--- src/rtl/serial_frame_tx_pkg.sv ---
// Shared definitions for the serial frame transmitter and the matching receivers.
// Holds the state encoding, the idle line level and a counter-width helper.
package serial_frame_tx_pkg;

    typedef enum logic [2:0] {
        ST_IDLE   = 3'd0,
        ST_START  = 3'd1,
        ST_DATA   = 3'd2,
        ST_PARITY = 3'd3,
        ST_STOP   = 3'd4
    } state_e;

    localparam logic LINE_IDLE = 1'b1;

    // A one-bit word still needs a one-bit counter.
    function automatic int cnt_width(input int w);
        return (w > 1) ? $clog2(w) : 1;
    endfunction

endpackage

--- src/rtl/serial_frame_tx_shreg.sv ---
// Loadable right-shift register with even-parity capture on load.
// Exposes next-cycle LSB and parity so the FSM can register its line output.
module serial_frame_tx_shreg #(
    parameter int WIDTH = 8
) (
    input  logic             clk,
    input  logic             rst,
    input  logic             load_i,
    input  logic             shift_i,
    input  logic [WIDTH-1:0] din_i,
    output logic             lsb_nxt_o,
    output logic             par_nxt_o
);

    logic [WIDTH-1:0] shreg_q, shreg_d;
    logic             par_q, par_d;

    always_comb begin
        shreg_d = shreg_q;
        par_d   = par_q;
        if (load_i) begin
            shreg_d = din_i;
            par_d   = ^din_i;
        end else if (shift_i) begin
            shreg_d = shreg_q >> 1;
        end
    end

    always_ff @(posedge clk) begin
        if (rst) begin
            shreg_q <= '0;
            par_q   <= 1'b0;
        end else begin
            shreg_q <= shreg_d;
            par_q   <= par_d;
        end
    end

    assign lsb_nxt_o = shreg_d[0];
    assign par_nxt_o = par_d;

endmodule

--- src/rtl/serial_frame_tx.sv ---
// Parallel-to-serial framed transmitter: start bit, data LSB first, optional even parity, stop bits.
// All outputs are registered from the next-state decode, so no input reaches an output combinationally.
module serial_frame_tx
    import serial_frame_tx_pkg::*;
#(
    parameter int WIDTH     = 8,
    parameter int PARITY_EN = 1,
    parameter int STOP_BITS = 1
) (
    input  logic             clk,
    input  logic             rst,
    input  logic [WIDTH-1:0] din,
    input  logic             din_valid,
    output logic             din_ready,
    output logic             dout,
    output logic             busy,
    output logic             done
);

    localparam int               CNT_W     = cnt_width(WIDTH);
    localparam logic [CNT_W-1:0] BIT_LAST  = CNT_W'(WIDTH - 1);
    localparam logic             STOP_LAST = 1'(STOP_BITS - 1);

    state_e           state_q, state_d;
    logic [CNT_W-1:0] bit_cnt_q, bit_cnt_d;
    logic             stop_cnt_q, stop_cnt_d;
    logic             dout_q, dout_d;
    logic             ready_q, ready_d;
    logic             busy_q, busy_d;
    logic             done_q, done_d;
    logic             load, shift;
    logic             lsb_nxt, par_nxt;

    serial_frame_tx_shreg #(
        .WIDTH(WIDTH)
    ) u_shreg (
        .clk      (clk),
        .rst      (rst),
        .load_i   (load),
        .shift_i  (shift),
        .din_i    (din),
        .lsb_nxt_o(lsb_nxt),
        .par_nxt_o(par_nxt)
    );

    always_comb begin
        state_d    = state_q;
        bit_cnt_d  = bit_cnt_q;
        stop_cnt_d = stop_cnt_q;
        load       = 1'b0;
        shift      = 1'b0;
        case (state_q)
            ST_IDLE: begin
                if (din_valid && ready_q) begin
                    load    = 1'b1;
                    state_d = ST_START;
                end
            end
            ST_START: begin
                bit_cnt_d = '0;
                state_d   = ST_DATA;
            end
            ST_DATA: begin
                shift = 1'b1;
                if (bit_cnt_q == BIT_LAST) begin
                    stop_cnt_d = 1'b0;
                    state_d    = (PARITY_EN != 0) ? ST_PARITY : ST_STOP;
                end else begin
                    bit_cnt_d = bit_cnt_q + CNT_W'(1);
                end
            end
            ST_PARITY: begin
                stop_cnt_d = 1'b0;
                state_d    = ST_STOP;
            end
            ST_STOP: begin
                if (stop_cnt_q == STOP_LAST) begin
                    state_d = ST_IDLE;
                end else begin
                    stop_cnt_d = stop_cnt_q + 1'b1;
                end
            end
            default: state_d = ST_IDLE;
        endcase

        // Output decode of the state being entered, registered below.
        dout_d  = LINE_IDLE;
        ready_d = 1'b0;
        busy_d  = 1'b1;
        done_d  = 1'b0;
        case (state_d)
            ST_IDLE: begin
                ready_d = 1'b1;
                busy_d  = 1'b0;
            end
            ST_START:  dout_d = 1'b0;
            ST_DATA:   dout_d = lsb_nxt;
            ST_PARITY: dout_d = par_nxt;
            ST_STOP:   done_d = (stop_cnt_d == STOP_LAST);
            default:   busy_d = 1'b0;
        endcase
    end

    always_ff @(posedge clk) begin
        if (rst) begin
            state_q    <= ST_IDLE;
            bit_cnt_q  <= '0;
            stop_cnt_q <= 1'b0;
            dout_q     <= LINE_IDLE;
            ready_q    <= 1'b1;
            busy_q     <= 1'b0;
            done_q     <= 1'b0;
        end else begin
            state_q    <= state_d;
            bit_cnt_q  <= bit_cnt_d;
            stop_cnt_q <= stop_cnt_d;
            dout_q     <= dout_d;
            ready_q    <= ready_d;
            busy_q     <= busy_d;
            done_q     <= done_d;
        end
    end

    assign dout      = dout_q;
    assign din_ready = ready_q;
    assign busy      = busy_q;
    assign done      = done_q;

endmodule

--- config.mk ---
export PLATFORM = sky130hd
export DESIGN_NAME = serial_frame_tx
export DESIGN_NICKNAME = d
export VERILOG_FILES = /design/src/rtl/serial_frame_tx_pkg.sv /design/src/rtl/serial_frame_tx_shreg.sv /design/src/rtl/serial_frame_tx.sv
export SDC_FILE = /design/constraint.sdc
export NUM_CORES = 1
export LEC_CHECK = 0
export CAP_MARGIN = 20
export CORE_MARGIN = 2
export CORE_UTILIZATION = 55
export CTS_CLUSTER_DIAMETER = 200
export DETAILED_ROUTE_END_ITERATION = 6
export HOLD_SLACK_MARGIN = 0.05
export PLACE_DENSITY = 0.89
export REMOVE_ABC_BUFFERS = 1
export SLEW_MARGIN = 20
export SYNTH_ARGS = -nofsm -noshare
export SYNTH_HDL_FRONTEND = slang
export SYNTH_SLANG_ARGS = --single-unit
--- constraint.sdc ---
create_clock -name clk -period 3.3 [get_ports clk]
set_clock_uncertainty 0.15 [all_clocks]
set_input_delay 0.33 -clock clk [delete_from_list [all_inputs] [get_ports clk]]
set_output_delay 0.33 -clock clk [all_outputs]
set_load 0.02 [all_outputs]
## Word level (Yosys, flattened, before mapping)

Index checks and enable logic that the tools add are counted.

- Register bits: 20
- Logic and storage cells: 51

- Add/sub/neg operators: 2
- Eq/ne operators: 10
- Muxes and demuxes: 18
- Bitwise gates (word level): 2
- Reduce and logical (&&, ||, !) cells: 9

Operators by type and width:

| operator | count |
|---|---|
| 8-bit 2-to-1 mux | 2 |
| 3-bit case mux with 5 select lines | 1 |
| 3-bit by 2-bit == test with 1-bit output (second input constant) | 4 |
| 3-bit 2-to-1 mux | 4 |
| 3-bit == test (second input constant) | 3 |
| 1-bit 2-to-1 mux | 8 |
| 8-bit parity | 1 |
| 3-bit by 1-bit == test with 1-bit output (second input constant) | 2 |
| 3-bit zero test | 2 |
| 1-bit case mux with 3 select lines | 2 |
| 3-bit case mux with 2 select lines | 1 |
| 2-bit nonzero test | 2 |
| 4-bit OR reduction | 1 |
| 3-bit by 1-bit adder with 3-bit output (second input constant) | 1 |
| 2-bit inequality test (second input constant) | 1 |
| 1-bit inverter | 2 |
| 2-bit AND reduction | 1 |
| 2-bit OR reduction | 1 |
| 1-bit adder (second input constant) | 1 |
| 1-bit logical AND | 1 |

## Depth between registers and ports, before layout

- Depth in word-level cells: 6
- Gate-level depth with buffers: 6
- Depth with buffers taken out: 6

## Modules after synthesis

A second synthesis with hierarchy kept.

- Cells, all modules: 104
- Area total of the unflattened synthesis: 985.9 um2

Modules (own cells, without submodules):

| module | times used | cells each | area each (um2) | sequential area each (um2) |
|---|---|---|---|---|
| serial_frame_tx | 1 | 50 | 525.5 | 220.2 |
| serial_frame_tx_shreg | 1 | 54 | 460.4 | 180.2 |

## Least setup slack after synthesis

OpenSTA, ideal clock, no wires.

- Kind: flip-flop to flip-flop
- Start point: register bit_cnt_q[0]
- End point: register dout_q, in the netlist dout
- Data arrival time: 1.429 ns
- Required time: 3.034 ns
- Slack: 1.605 ns
- Cell stages (with the launch flop): 7
- Path buffers: 0
- Period minus slack after synthesis: 1.695 ns
- Path through: dfxtp_1 -> ha_1 -> ha_1 -> or2_1 -> nor3b_1 -> o21bai_1 -> a31o_2

- Longest elaborated chain between the ends: 5

Ends and longest elaborated chain:

| element | line | text |
|---|---|---|
| start: declaration | serial_frame_tx.sv:25 | `logic [CNT_W-1:0] bit_cnt_q, bit_cnt_d;` |
| start signal: assignment | serial_frame_tx.sv:115 | `bit_cnt_q <= bit_cnt_d;` |
| 3-bit == test * | serial_frame_tx.sv:65 | `if (bit_cnt_q == BIT_LAST) begin` |
| 3-bit 2-to-1 mux * | serial_frame_tx.sv:65 |  |
| 3-bit case mux with 5 select lines * | serial_frame_tx.sv:52 | `case (state_q)` |
| 3-bit by 2-bit == test with 1-bit output / 3-bit by 1-bit == test with 1-bit output (equally long branches) | serial_frame_tx.sv:91 | `case (state_d)` |
| 1-bit case mux with 3 select lines * | serial_frame_tx.sv:91 |  |
| end signal: assignment | serial_frame_tx.sv:117 | `dout_q <= dout_d;` |
| end: declaration | serial_frame_tx.sv:27 | `logic dout_q, dout_d;` |

Mark *: on every way between the ends. The rest lies on a longest branch, timed or not.
A chain may end at the register's enable or synchronous reset.

## Worst setup path in the final report

- Start point: register state_q[1]
- End point: register ready_q, in the netlist din_ready

- Longest elaborated chain between the ends: 4

Ends and longest elaborated chain:

| element | line | text |
|---|---|---|
| start: declaration | serial_frame_tx.sv:24 | `state_e state_q, state_d;` |
| start signal: assignment | serial_frame_tx.sv:114 | `state_q <= state_d;` |
| 3-bit == test, or another cell as far along | serial_frame_tx.sv:52 |  |
| 3-bit case mux with 5 select lines * | serial_frame_tx.sv:52 |  |
| 3-bit zero test * | serial_frame_tx.sv:91 |  |
| 1-bit 2-to-1 mux * | serial_frame_tx.sv:91 |  |
| end signal: assignment | serial_frame_tx.sv:118 | `ready_q <= ready_d;` |
| end: declaration | serial_frame_tx.sv:28 | `logic ready_q, ready_d;` |

Marked as above.

==> impl_metrics.ini <==
[worst_setup_path]
reg2regPathDepth = 4
worstPathRequired_ns = 3.34
cp_slowest_cell = nand4b_1
path_max_fanout = 20
crit-reg2reg-launch = state_q[1]$_SDFF_PP0_
cp-end-kind = register
critical_path.cell_chain = nor2_1, nand4b_1, a31oi_2, inv_1
arrival_ns = 2.16
endpoint = din_ready$_SDFF_PP1_
crit_path_start = state_q[1]$_SDFF_PP0_
critical_path_class = register to register
r2r_slack_ns = 1.19
rr_endpoint = din_ready$_SDFF_PP1_
cpPeakStageDelay_ns = 0.69
critPathLaunchType = register

[clocking]
cts_hold_buf = 0
ctsResizeCount = 0
clock_path_buffers = 2
clkTransAtPathRegs_ns = 0.10
postCtsSetupRepairBufs = 0
cts_sinks = 20
ctsHtreeMaxLevel = 1
cts_tree = done
numCtsBuffers = 3
ctsRootBufferMaster = clkbuf_4
clk_latency_ns = 0.29

[sta]
whs_ns = 0.331
fin_crit_sh = 0.641
setup_viol = 0
slew_violations = 0
finalSetupTns_ns = 0
slew_headroom = 0.436
tightest_slew_ns = 0.842
timing.final.hold_violations = 0
fmax_mhz = 473
rsz0062_at_grt = false
period_needed_ns = 2.11

[routing]
viasPerCell = 5.42
drt-initial-drc-count = 19
wl_per_cell_microns = 11.9
wirelength_microns = 1660
antenna_left = 0
first_pass_iters = 4
route.detailed.drc = 0
vias = 753

[global_routing]
grt_pass1_vias = 664
antenna_found_initial = 0
overflow = 0
grt_max_degree = 21
track_usage = 0.176
grt_pass1_wl_microns = 2690

[die]
die_h_microns = 46.2
io_pins = 15
die_area_sq_um = 2130
start_util = 0.574
die_w_microns = 46.2
std_cell_rows = 15
core_area_sq_um = 1710

[place]
hpwlAfterDp_microns = 1140
gp_congestion = 0.731
place_area_sq_um = 1090
portBuffers = 14

[layout]
nets = 128
area_delta_synth_final_pct = 15.5
stdcell_area_sq_um = 1130
antennaDiodeCount = 0
final_cell_mix = 20 x dfxtp_1, 14 x clkdlybuf4s50_1, 10 x nor2_1, 10 x a21oi_1, 8 x mux2i_1
drive_gt1_frac = 0.0877
mostFrequentLayoutCell = dfxtp_1
fill_cells = 152

[run]
maxCapViolCount = 0

[yosys]
avgSynthCellArea_sq_um = 9.42
syn_area_sq_um = 980
ys_warn_count = 0
ys_ff_latch = 20
syn_inst = 104
yosys_most_used_dff = dfxtp_1
synth_edf_count = 0
synth_cell_types = 30
async_flop_share = 0
seq_area_frac_synth = 0.409

[power_and_ir_drop]
vdd_drop_max_uv = 314
powerDensity_nw_per_um2 = 492
power.leakage_uw = 0.000415

[outcome]
status = complete, no violations

[hold_path]
hp-class = register to register
## Yosys cell counts, drive strengths merged, types with 3 or more instances
cell type	count	area [sq um]
nor2	10	37.5
xnor2	7	61.3
nor3b	4	35.0
a21oi	10	50.1
mux2i	8	80.1
a211oi	7	52.6
nor2b	3	18.8
dfxtp	20	400
nand2	4	15.0
buf	8	56.3
or2	4	25.0
## how the worst min path moves through the flow
stage | startpoint | end | slack, ns | cells past startpoint
2_1_floorplan | rst | bit_cnt_q[1]$_SDFFE_PP0P_ | 0.25 | 1
6_report | stop_cnt_q$_SDFF_PP0_ | stop_cnt_q$_SDFF_PP0_ | 0.33 | 2
3_5_place_dp | stop_cnt_q$_SDFF_PP0_ | stop_cnt_q$_SDFF_PP0_ | 0.32 | 2
5_1_grt | bit_cnt_q[2]$_SDFFE_PP0P_ | bit_cnt_q[2]$_SDFFE_PP0P_ | 0.36 | 2
3_3_place_gp | stop_cnt_q$_SDFF_PP0_ | stop_cnt_q$_SDFF_PP0_ | 0.30 | 2
4_1_cts | stop_cnt_q$_SDFF_PP0_ | stop_cnt_q$_SDFF_PP0_ | 0.33 | 2
## registers in the layout (all words and copies together) (netlist names)
signal	cells
stop_cnt_q	1
u_shreg.shreg_q	8
u_shreg.par_q	1
state_q	3
busy	1
done	1
din_ready	1
bit_cnt_q	3
dout	1
## kinds of logic (layout without fill, tap and decap cells)
family | after synthesis | in the layout | synth area share
DFF | 20 | 20 | 0.409
buffers and inverters | 10 | 20 | 0.0651
xor gates and xnor gates | 8 | 8 | 0.0715
muxes | 8 | 8 | 0.0817
AOI/OAI and AO/OA | 23 | 23 | 0.158
adders and majority gates | 2 | 2 | 0.0255
and+or+nand+nor | 33 | 33 | 0.189
## cell type report
type	instances	area [sq um]	area share
multi-input combinational	74	515	0.456
inverter	2	7.51	0.00664
sequential	20	400	0.354
tap	25	31.3	0.0277
clock buffer	4	36.3	0.0321
timing repair buffer	14	140	0.124
## per-layer routing
metal	track usage	share of wire	wire (microns)
met1	0.216	0.46	768
met4	0.0914	0.0079	13
met5	0	0	0
met3	0.0353	0.033	54
met2	0.286	0.50	820
## worst max-delay path, delay by kind of cell, from the launching register on
family / cells / cell delay (ns)
DFF: 1 / 0.42
and+or+nand+nor: 2 / 0.95
AOI/OAI and AO/OA: 1 / 0.43
buffers and inverters: 1 / 0.05
## report_power, final
part	total [uW]	internal, uW	switching, uW
Sequential	287	268	19.1
Combinational	132	67.8	64.3
Clock	137	67.2	69.8
## metrics by stage
step,util,setup slack [ns],total power (uW),instances
after floorplan,-,1.55,378,96
after global placement,0.641,1.19,418,135
after detailed placement,0.641,1.14,424,135
after CTS,0.662,1.22,563,139
after global routing,0.662,1.02,592,139
final,0.662,1.19,556,139
(Power assumes the default switching activity.)
==> RTL change, RTL diff (same settings) <==
The 5 states of `state_e` get a one-hot encoding in 5 bits.
--- a/src/rtl/serial_frame_tx_pkg.sv
+++ b/src/rtl/serial_frame_tx_pkg.sv
@@ -4,8 +4,8 @@
 
-    typedef enum logic [2:0] {
-        ST_IDLE   = 3'd0,
-        ST_START  = 3'd1,
-        ST_DATA   = 3'd2,
-        ST_PARITY = 3'd3,
-        ST_STOP   = 3'd4
+    typedef enum logic [4:0] {
+        ST_IDLE   = 5'b00001,
+        ST_START  = 5'b00010,
+        ST_DATA   = 5'b00100,
+        ST_PARITY = 5'b01000,
+        ST_STOP   = 5'b10000
     } state_e;
Check against the original RTL: no difference found for any inputs over 10 cycles, from zero or initial values and one cycle with rst high; not proved beyond that.
==> RTL change against the original RTL <==
Power fell by 7.3%; wire length rose by 18%; count of clock-buffer cells in the layout fell by 1; clock power fell by 12%; sequential cell count rose by 2; worst hold slack got worse by 0.013 ns; worst setup slack improved by 0.26 ns; die area rose by 11%; via count rose by 15%; global-route usage rose by 0.78 points; cell area rose by 11%; area after synthesis rose by 12%; critical endpoint is now dout; largest cell class unchanged.
==> RTL change: results (changes against the original RTL) <==
* Metal3 WL at 69 um (+28%)
* Max FO, Critical Path at 5 (-75%)
* Total GRT Usage at 18.36% (+0.78 points)
* Maximum vdd ir drop at 0.0003419 V (+8.7%)
* Nets@finish at 143 (+12%)
* Router iterations before antenna repair at 4 (unchanged)
* Clk buf depth at 2 (unchanged)
* Pre-CTS WS at 1.395 ns (+0.2573 ns)
* Clk slew on worst S/H paths at 0.11 ns
* Met2 usage at 30.37% (+1.8 points)
* Vias in the first global route at 830 (+25%)
* FFs w/ async S/R, synth at 0% (unchanged)
* Port bufs at 14 (unchanged)
* Placed instance area at 0.001231 mm^2 (+12%)
* Hpwl dp at 1412 um (+24%)
* Via count at 867 (+15%)
* DR top layer: met4
* Root buf cell: clkbuf_4
* Busiest layer in global routing: met2
* Worst Setup SP: bit_cnt_q[0]
* Post-synthesis sequential area ratio at 40.09% (-0.78 points)
* Hold-fix buffers, CTS at 0 (unchanged)
* Reg area at 440.4 um^2 (+10%)
* Post-CTS Setup Repair Bufs at 0 (unchanged)
* Iteration-0 DRC Markers at 7 (-12)
* Pleak at 0.0004325 uW (+4.3%)
* Synth area leaders: dfxtp_1 40%, a311oi_2 8.2%, nor2_1 5.5%
* Routed len/inst at 12.63 um (+6.0%)
* Fillers at 164 (+7.9%)
* Setup TNS at 0 ns (unchanged)
* Placer Congestion at 0.7782 (+6.4%)
* Met1 Use GR at 22.92% (+1.3 points)
* Global-route wire length before repair at 3429 um (+27%)
* Biggest regs: u_shreg.shreg_q x8, state_q x5, bit_cnt_q x3
* Largest net degree at the start of global routing at 23 (+9.5%)
* # diodes at 0 (unchanged)
* M3 GR Usage at 3.395% (-0.13 points)
* TritonCTS buffer count at 3 (unchanged)
* Layout cells sized above 1 at 16.41% (+7.6 points)
* Yosys warns at 0 (unchanged)
* Post-synth top cells: 22 x dfxtp_1, 16 x nor2_1, 11 x nand2_1
* Initial antenna violation count at 0 (unchanged)
* Critical Path AT at 1.92 ns (-0.24 ns)
* Cell count of the worst reg-to-reg path at 6 (+2)
* Fin. Hold Viols at 0 (unchanged)
* Metal2 WL at 940 um (+15%)
* Met1 WL at 901 um (+17%)
* Status: complete, no violations
* Clock Latency Late Sink at 0.31 ns (+0.02 ns)
* Hold_sp: stop_cnt_q
* Synth cell types at 40 (+33%)
* Relative slew margins at 40.91% (-2.7 points)
* Post-CTS sizing at 0 (unchanged)
## RTL change: changes by cell type after synthesis, moves of 3 or more
cell and delta:
a211oi_1 -7, a21oi_1 -5, a311oi_2 +6, buf_4 -3, mux2i_1 -7, nand2_1 +7, nand2_2 +5, nor2_1 +6
or2_2 -3
## RTL change: critical path, cell delays in order (launching register included)
cell	delay, ns
dfxtp_1	0.35
ha_1	0.21
ha_1	0.25
nor3b_1	0.21
o21ai_1	0.17
a211o_1	0.25
a31o_1	0.17
## RTL change: cell type report
class | instances | area share, %
Multi-Input combinational cell | 85 | 47.70
Sequential cell | 22 | 35.13
Timing Repair Buffer | 15 | 11.78
Tap cell | 27 | 2.695
Clock buffer | 3 | 1.796
Inverter | 3 | 0.8982
## RTL change: report_power, final
part	switching, uW	internal (uW)
Sequential	11.8	283
Combinational	47.5	52.2
Clock	78.1	42.7
## RTL change: path summary, 6_finish.rpt
check | to | slack, ns
hold / removal | stop_cnt_q | 0.32
hold reg to reg | stop_cnt_q | 0.32
setup / recovery | dout | 1.45
setup reg to reg | dout | 1.45
## RTL change: logic make-up after synthesis
kind of cell | Yosys count | share of synthesized area [%]
adder cells (fa/ha/maj) | 2 | 2.278
flip-flops | 22 | 40.09
buffers and inverters | 10 | 5.467
AO/OA/AOI/OAI | 26 | 21.19
multiplexers | 2 | 1.936
AND/OR/NAND/NOR | 47 | 22.67
XOR/XNOR | 8 | 6.378
## RTL change: through the flow
step / instances / power [uW] / hold WS, ns
after floorplan: 110 / 364.5 / 0.2446
after global placement: 152 / 398.0 / 0.2864
after detailed placement: 152 / 401.4 / 0.3013
after CTS: 155 / 520.8 / 0.3172
after global routing: 155 / 541.1 / 0.3558
final: 155 / 515.6 / 0.3177
